<file path="src/rtl/seg7_scan_ctrl.sv">
// seg7_scan_ctrl
//   Time-multiplexed scan controller for a 4-digit seven-segment display.
//   One shared segment bus is steered across four active-low digit anodes.
//   Each digit owns a SCAN_DIV-cycle slot.  The first BLANK_CYC cycles of
//   every slot are dark so that the previous digit's segments do not ghost
//   onto the next anode.  The BCD value is double-buffered: loads land in
//   a pending register and are copied to the display register only at a
//   frame boundary.
//
//   Optional build macro: LZ_BLANK_EN
//     When defined, leading zeros (digits 3..1) are blanked.  Digit 0 is
//     always shown.  Slot timing and frame_done are unaffected.
//
// Ports
//   clk         system clock
//   rst_n       asynchronous reset, active-low
//   en          scan enable; low forces IDLE with blanked outputs
//   load        one-cycle pulse, samples bcd_in
//   bcd_in      {d3,d2,d1,d0}, 4 bits each, d0 in [3:0]
//   an          anode enables, active-low, an[i] = digit i
//   seg         segments {g,f,e,d,c,b,a}, active-low
//   frame_done  one-cycle pulse after the last SHOW cycle of digit 3
//
// state | meaning
// ------+--------------------------------------------------------------
// IDLE  | scan stopped, pcnt=0, idx=0, outputs dark
// BLANK | dead-time at the start of a slot, outputs dark
// SHOW  | digit idx driven on the bus for the rest of the slot

module seg7_scan_ctrl #(
  parameter int SCAN_DIV  = 131072,
  parameter int BLANK_CYC = 16
) (
  input  logic        clk,
  input  logic        rst_n,
  input  logic        en,
  input  logic        load,
  input  logic [15:0] bcd_in,
  output logic [3:0]  an,
  output logic [6:0]  seg,
  output logic        frame_done
);

  localparam int PW = (SCAN_DIV > 1) ? $clog2(SCAN_DIV) : 1;
  localparam logic [PW-1:0] P_LAST     = PW'(SCAN_DIV - 1);
  localparam logic [PW-1:0] BLANK_LAST = PW'(BLANK_CYC - 1);

  typedef enum logic [1:0] {IDLE, BLANK, SHOW} state_t;

  state_t        state, state_nxt;
  logic [PW-1:0] pcnt, pcnt_nxt;
  logic [1:0]    idx, idx_nxt;
  logic [15:0]   pending, display;
  logic          boundary;
  logic [3:0]    an_nxt;
  logic [6:0]    seg_nxt;
  logic          fd_nxt;
  logic [3:0]    digit;
  logic          dark;

  function automatic logic [6:0] seg_decode(input logic [3:0] d);
    logic [6:0] s;
    case (d)
      4'd0:    s = 7'h40;
      4'd1:    s = 7'h79;
      4'd2:    s = 7'h24;
      4'd3:    s = 7'h30;
      4'd4:    s = 7'h19;
      4'd5:    s = 7'h12;
      4'd6:    s = 7'h02;
      4'd7:    s = 7'h78;
      4'd8:    s = 7'h00;
      4'd9:    s = 7'h10;
      default: s = 7'h3F;  // non-BCD codes show a dash
    endcase
    return s;
  endfunction

  always_comb begin
    digit = 4'd0;
    dark  = 1'b0;
    case (idx)
      2'd0: digit = display[3:0];
      2'd1: digit = display[7:4];
      2'd2: digit = display[11:8];
      2'd3: digit = display[15:12];
      default: digit = 4'd0;
    endcase
`ifdef LZ_BLANK_EN
    // A digit is a leading zero when it and every higher digit are zero.
    case (idx)
      2'd3: dark = (display[15:12] == 4'd0);
      2'd2: dark = (display[15:8] == 8'd0);
      2'd1: dark = (display[15:4] == 12'd0);
      default: dark = 1'b0;
    endcase
`else
    dark = 1'b0;
`endif
  end

  always_comb begin
    state_nxt = state;
    pcnt_nxt  = pcnt;
    idx_nxt   = idx;
    boundary  = 1'b0;
    an_nxt    = 4'hF;
    seg_nxt   = 7'h7F;
    fd_nxt    = 1'b0;
    if (!en) begin
      state_nxt = IDLE;
      pcnt_nxt  = '0;
      idx_nxt   = 2'd0;
    end else begin
      case (state)
        IDLE: begin
          state_nxt = BLANK;
          pcnt_nxt  = '0;
          idx_nxt   = 2'd0;
          boundary  = 1'b1;
        end
        BLANK: begin
          pcnt_nxt = pcnt + PW'(1);
          if (pcnt == BLANK_LAST) state_nxt = SHOW;
        end
        SHOW: begin
          if (!dark) begin
            an_nxt  = ~(4'b0001 << idx);
            seg_nxt = seg_decode(digit);
          end
          if (pcnt == P_LAST) begin
            pcnt_nxt  = '0;
            idx_nxt   = idx + 2'd1;
            state_nxt = BLANK;
            if (idx == 2'd3) begin
              boundary = 1'b1;
              fd_nxt   = 1'b1;
            end
          end else begin
            pcnt_nxt = pcnt + PW'(1);
          end
        end
        default: state_nxt = IDLE;
      endcase
    end
  end

  always_ff @(posedge clk or negedge rst_n) begin
    if (!rst_n) begin
      state      <= IDLE;
      pcnt       <= '0;
      idx        <= 2'd0;
      pending    <= 16'h0000;
      display    <= 16'h0000;
      an         <= 4'hF;
      seg        <= 7'h7F;
      frame_done <= 1'b0;
    end else begin
      state      <= state_nxt;
      pcnt       <= pcnt_nxt;
      idx        <= idx_nxt;
      an         <= an_nxt;
      seg        <= seg_nxt;
      frame_done <= fd_nxt;
      if (load) pending <= bcd_in;
      // A load that coincides with the boundary bypasses pending.
      if (boundary) display <= load ? bcd_in : pending;
    end
  end

endmodule

</file>
<file path="config.mk">
export PLATFORM = sky130hd
export DESIGN_NAME = seg7_scan_ctrl
export DESIGN_NICKNAME = d
export VERILOG_FILES = /design/src/rtl/seg7_scan_ctrl.sv
export SDC_FILE = /design/constraint.sdc
export NUM_CORES = 1
export LEC_CHECK = 0
export BUFFER_PORTS_ARGS = -buffer_cell sky130_fd_sc_hd__buf_2
export CAP_MARGIN = 0
export CORE_MARGIN = 1.5
export CORE_UTILIZATION = 35
export CTS_BUF_LIST = sky130_fd_sc_hd__clkbuf_8 sky130_fd_sc_hd__clkbuf_16
export DETAILED_ROUTE_END_ITERATION = 8
export PLACE_DENSITY = 0.62
export SLEW_MARGIN = 15
export SYNTH_ARGS = -nofsm -noshare
export SYNTH_HDL_FRONTEND = slang
export SYNTH_SLANG_ARGS = --single-unit
</file>
<file path="constraint.sdc">
create_clock -name clk -period 3.3 [get_ports clk]
set_clock_uncertainty 0.15 [all_clocks]
set_input_delay 0.33 -clock clk [delete_from_list [all_inputs] [get_ports clk]]
set_output_delay 0.33 -clock clk [all_outputs]
set_load 0.03 [all_outputs]
</file>
==> results.md, run 1 <==
- Hold crit path type: in2async
- Global-route total usage across every layer: 12.62%
- Most frequent cells in the layout: dfrtp_1, mux2_2, buf_2, nand2_1, nor2_1
- Ys async rst share: 100.0%
- TritonCTS buffer count: 9
- Synthesis warning total: 0
- Class of the most critical setup path: reg2reg
- Finished Core Util: 41.48%
- Leading cell type in the layout, fill and taps excluded: dfrtp_1
- Highest Clock Rate: 0.3547 GHz
- Diodes inserted: 0
- Number of H-tree levels: 3
- Syn_area_per_cell: 11.96 um2
- Floorplan die height: 97.61 um
- Number of cells upsized or downsized after cts: 0
- Pin count of the biggest net entering global routing: 66
- Result of the run: finished, final reports clean
- Power density normalized to cell area: 692.6 nW/um2
- Clock slew seen by the registers of the worst setup and hold paths: 70 ps
- Post-Syn Area: 3133 um2
- Final hold viol count: 0
- Post-Syn Nets: 295
- Final critical path time including I/O delays and setup: 2819 ps
- Clock sink total: 65
- Die width: 97.61 um
- Final count of negative-setup-slack endpoints: 0
- Gp weighted congestion: 0.8035
- Antenna violations before repair: 0
- Post-cts hold buffer count: 0
- Number of post-CTS setup repair buffers: 0
- Worst vdd ir: 0.0002574 V
- Dpl ws: 493.8 ps
- Minimum setup slack among reg-to-reg paths: 480 ps
- Number of different library cells in the post-synthesis netlist: 49
- RSZ-0062 raised after global routing: false
- Leakage dissipation: 1.559 nW
- Layout cell share with drive strength beyond 1: 35.88%
- Number of enable-type register cells in the synthesized netlist: 0
- Post-synthesis sequential area ratio: 52.36%
- Count of buffers from port buffering: 31
- Total number of placement rows: 34
- Global-route wire length before repair: 9577 um
- CTS tree: built
- Crit path setup slack, layout: 480.5 ps
- Clock buffer depth: 2
- Worst slew margin: 46.66%
- Startpoint types: flip-flop
- WP data required: 3380 ps
- Data arrival time of the critical path: 2900 ps
- Worst Setup End Kind: flip-flop
- Summed negative setup slack over all endpoints: 0 ps
- Clk root buf: clkbuf_8
- TritonRoute pass-1 iters: 4
- Post-detailed-route wirelength per cell: 13.81 um
- Multi-input gate area: 1393 um2
- R2R Path Start: pcnt[6]
- Layout filler cell count: 856
- Via count: 2090
- Max Cap Violations: 0
- CP Launch Point: pcnt[6]
- Top flip-flop cell by instance count after synthesis: dfrtp_1
- Top Ports: 32
- Placeable Area: 8678 um2
- Final total power: 2.493 mW
- Synthesized netlist cell count: 262
- Net count reported at finish: 329
- GRT overflow: 0
- Simple-Gate Fraction of Synth Area: 14.34%
- Worst slew pin tran: 800.1 ps
- Detailed Place HPWL: 3972 um
- Hold_ws: 3.338 ps
- Clock latency reported for the late side of the worst-skew pair: 340 ps
- Overall routed net length: 5650 um
- Number of nets with antenna violations after detailed routing: 0
- Area of the die: 9528 um2
- Flip-flop and latch count after synthesis: 65
- Main combinational cell family by area after synthesis: simple AND/OR/NAND/NOR gates
- Relative area change from synthesis to final layout: 14.90%
- Number of violations reported at the end of detailed-routing iteration 0: 86
- Reg area: 1640 um2
- DRC violations left: 0
- Post-synthesis share of cell area spent on xor and xnor gates: 2.516%
- Fraction of the mapped netlist area in adder cells: 5.192%
- Number of vias per cell after detailed routing: 5.110
- Via count of the first global-routing pass: 2044
- Ratio of final minimum period to clock period: 85.44%
- Compound-cell area share of the yosys netlist: 8.187%
- Final slew viol count: 0
- Proportion of synthesized area in mux cells: 14.22%
- Maximum net fanout on the critical path: 9
- Initial Util: 36.10%
-- sequential cells by signal, indices dropped and copies added, names as in the netlist --
signal      cells
idx             2
pcnt           17
an              4
seg             7
pending        16
frame_done      1
display        16
state           2
-- critical path: stages, from the launching register on --
cell and delay (ps):
dfrtp_1 480, nand3_1 150, or2_1 290, nor3_1 230
ha_1 280, and2b_1 230, o21a_2 220, o21ai_2 340
o22ai_1 150, a21o_1 190
-- final cells by class --
cell class,instances,share of cell area (%)
sequential,65,45.57
clock inverter,7,2.676
clock buffer,9,3.441
timing repair buffer,33,4.727
multi-input combinational,176,38.69
tap,108,3.754
inverter,11,1.147
-- routing by layer --
layer / vias to the layer above / track usage, % / wire [um]
met2: 46 / 19.60 / 2676
met5: - / 0 / 0
met4: 0 / 4.725 / 93
met3: 7 / 4.676 / 266
met1: 1027 / 16.04 / 2613
li1: 1010 / - / -
-- path summary, 6_finish.rpt --
check                               to  depth (start not counted)
max                            pcnt[6]                          9
min reg2reg                 pending[3]                          1
min in group clk            pending[8]                          2
min                        pending[12]                          2
max reg2reg                    pcnt[6]                          9
max in group asynchronous      pcnt[6]                          2
-- kinds of logic after synthesis --
kind of cell               Yosys count
buffers and inverters               21
DFF                                 65
and+or+nand+nor                     82
adders and majority gates           13
xor gates and xnor gates             9
AOI/OAI and AO/OA                   32
muxes                               40
-- synth_stat cells (all sizes together) (3+ instances only) --
library cell | instances | area share, %
ha | 13 | 5.2
o22ai | 6 | 1.2
buf | 7 | 1.5
a222oi | 4 | 1.3
nor4 | 6 | 1.2
nand4 | 3 | 0.60
clkbuf | 3 | 0.40
o21ai | 6 | 1.4
and3 | 5 | 1.0
xor2 | 3 | 0.84
nand2 | 24 | 3.0
dfstp | 11 | 9.2
a21o | 4 | 0.96
dfrtp | 54 | 43
mux2i | 4 | 1.3
xnor2 | 6 | 1.7
nand3 | 11 | 1.8
nor2 | 17 | 2.0
mux2 | 36 | 13
nor3 | 5 | 1.2
inv | 11 | 1.3
-- power by group --
| group | switching [mW] | total, mW | internal (mW) |
|---|---|---|---|
| Sequential | 0.0672 | 1.02 | 0.956 |
| Clock | 0.315 | 0.740 | 0.425 |
| Combinational | 0.419 | 0.730 | 0.312 |
-- per-stage QoR --
| stage | cells | instance area (um2) |
|---|---|---|
| after detailed placement | 393 | 3379 |
| after global routing | 409 | 3600 |
| after CTS | 409 | 3600 |
| final | 409 | 3600 |
| after floorplan | 262 | 3133 |
| after global placement | 393 | 3379 |
(Power assumes the default switching activity.)
==> run 2, diff against run 1 <==
--- a/config.mk
+++ b/config.mk
@@ -11,7 +11,8 @@
 export CORE_UTILIZATION = 35
 export CTS_BUF_LIST = sky130_fd_sc_hd__clkbuf_8 sky130_fd_sc_hd__clkbuf_16
 export DETAILED_ROUTE_END_ITERATION = 8
-export PLACE_DENSITY = 0.62
+export PLACE_DENSITY = 0.52
+export REMOVE_ABC_BUFFERS = 1
 export SLEW_MARGIN = 15
 export SYNTH_ARGS = -nofsm -noshare
 export SYNTH_HDL_FRONTEND = slang
==> run 2 against run 1 <==
Die area unchanged. Clock power grew 3.9%. Combinational power rose by 0.8%. First-iteration DRC count down 4.7%. Wire length grew 0.55%. Sequential cell count did not move. Power up 1.4%. Critical path depth unchanged. Setup slack improved by 33 ps. Via count fell by 2.6%. Largest cell class unchanged.
==> results.md, run 2 (synthesis gave the netlist of run 1 again) <==
- Summed negative setup slack over all endpoints: 0 ps
- Die width: 97.61 um
- RSZ-0062 raised after global routing: false
- Hold crit path type: in2async
- Last element of the critical path: pcnt[6]
- Number of vias per cell after detailed routing: 4.978
- Antenna violations before repair: 0
- Global-route total usage across every layer: 13.08%
- Via count: 2036
- Number of nets with antenna violations after detailed routing: 0
- Post-detailed-route wirelength per cell: 13.89 um
- Switching Share: 32.14%
- Overall routed net length: 5681 um
- Gp weighted congestion: 0.8015
- Depth of the critical timing path with buffers and inverters included: 9
- Int Pwr: 1.716 mW
- Net count reported at finish: 329
- Detailed Place HPWL: 3944 um
- Number of H-tree levels: 3
- Number of cells after detailed placement: 393
- Worst slew margin: 46.35%
- Highest Clock Rate: 0.3589 GHz
- Relative area change from synthesis to final layout: 15.14%
- Global-route wire length before repair: 10040 um
- Count of buffers from port buffering: 31
- Final critical path time including I/O delays and setup: 2787 ps
- Max Cap Violations: 0
- Part of the power in registers: 40.5%
- Ratio of final minimum period to clock period: 84.44%
- Leakage dissipation: 1.565 nW
- Number of cells upsized or downsized after cts: 0
- Max stage delay cell, worst path: dfrtp_1
- Top Ports: 32
- Layout cell share with drive strength beyond 1: 36.21%
- Diodes inserted: 0
- Worst R2R End: pcnt[6]
- Data arrival time of the critical path: 2870 ps
- Top delay family on crit path: compound AO/OA/AOI/OAI gates
- Clock buffer depth: 2
- Worst Setup End Kind: flip-flop
- R2R Path Start: pcnt[6]
- Register containing the most flip-flops in the final layout: pcnt
- Via count of the first global-routing pass: 2069
- Number of violations reported at the end of detailed-routing iteration 0: 82
- Proportion of power drawn by the clock network: 30.4%
- Area of the die: 9528 um2
- Cells along the critical path: nand3_1, or2_1, nor3_1, ha_1, and2b_1, o21a_2, o21ai_2, o22ai_1, a21o_1
- Minimum setup slack among reg-to-reg paths: 510 ps
- Maximum net fanout on the critical path: 9
- Net switching power figure: 0.8127 mW
- Most frequent cells in the layout: dfrtp_1, mux2_2, buf_2, nand2_1, nor2_1
- TritonRoute pass-1 iters: 4
- Post-cts hold buffer count: 0
- TritonCTS buffer count: 9
- Biggest registers after layout: pcnt x17, display x16, pending x16
- Final hold viol count: 0
- Number of post-CTS setup repair buffers: 0
- Final cell count without fillers: 409
- GRT overflow: 0
- Maximum cell stage delay along the critical path: 480 ps
- Leading cell type in the layout, fill and taps excluded: dfrtp_1
- Cell depth of the worst flop-to-flop path: 9
- Final slew viol count: 0
- Result of the run: finished, final reports clean
- Floorplan die height: 97.61 um
- Placeable Area: 8678 um2
- WP data required: 3380 ps
- Worst vdd ir: 0.0002608 V
- Number of flip-flops in the largest register: 17
- Buf+Inv Stages, Crit Path: 0
- Class of the most critical setup path: reg2reg
- Worst slew pin tran: 804.7 ps
- CP Launch Point: pcnt[6]
- Pin count of the biggest net entering global routing: 66
- Initial Util: 36.10%
- Final count of negative-setup-slack endpoints: 0
- Combinational cell fraction of total power: 29.1%
- Clk root buf: clkbuf_8
- Clock sink total: 65
- Total number of placement rows: 34
- Clock slew seen by the registers of the worst setup and hold paths: 80 ps
- Power density normalized to cell area: 701.0 nW/um2
- Startpoint types: flip-flop
- DRC violations left: 0
- Clock latency reported for the late side of the worst-skew pair: 340 ps
- Layout filler cell count: 854
- CTS tree: built
[run 2: area by class of cell]
cell class / count / area (um2) / area share [%]
Tap cell: 108 / 135.1 / 3.746
Multi-Input combinational cell: 176 / 1393 / 38.61
Clock inverter: 6 / 90.09 / 2.497
Clock buffer: 10 / 137.6 / 3.815
Inverter: 11 / 41.29 / 1.145
Sequential cell: 65 / 1640 / 45.47
Timing Repair Buffer: 33 / 170.2 / 4.717
[run 2: layer usage]
| layer | GRT usage, % | share of wire (%) | up-vias |
|---|---|---|---|
| met5 | 0 | 0 | - |
| met4 | 3.956 | 0.76 | 0 |
| met3 | 4.029 | 3.5 | 6 |
| met2 | 20.73 | 48 | 36 |
| met1 | 17.21 | 48 | 985 |
| li1 | - | - | 1009 |
[run 2: power by group through the flow]
stage / registers, mW / logic [mW] / clock network [mW]
after CTS: 1.02 / 0.745 / 0.792
after global routing: 1.04 / 0.830 / 0.820
final: 1.02 / 0.736 / 0.769
after floorplan: 1.05 / 0.538 / 0
after detailed placement: 1.04 / 0.740 / 0
after global placement: 1.03 / 0.731 / 0
[run 2: worst min path at each step]
stage	start	endpoint	slack, ps	depth (start not counted)
after detailed placement	pending[0]	pending[0]	340	1
after CTS	rst_n	pending[8]	40	2
after global placement	pending[3]	pending[3]	330	1
final	rst_n	pending[8]	8	2
after floorplan	rst_n	display[0]	-120	0
after global routing	bcd_in[8]	pending[8]	80	2
[run 2: metrics by stage]
stage / instance area (um2) / setup WS (ps) / total power [mW] / util, % / hold WS [ps]
after CTS: 3607 / 497.2 / 2.561 / 41.57 / 38.26
final: 3607 / 513.4 / 2.529 / 41.57 / 8.435
after detailed placement: 3379 / 510.5 / 1.779 / 38.94 / 335.3
after global placement: 3379 / 552.4 / 1.766 / 38.94 / 329.0
after floorplan: 3074 / 716.0 / 1.589 / - / -115.6
after global routing: 3607 / 179.3 / 2.694 / 41.57 / 83.01
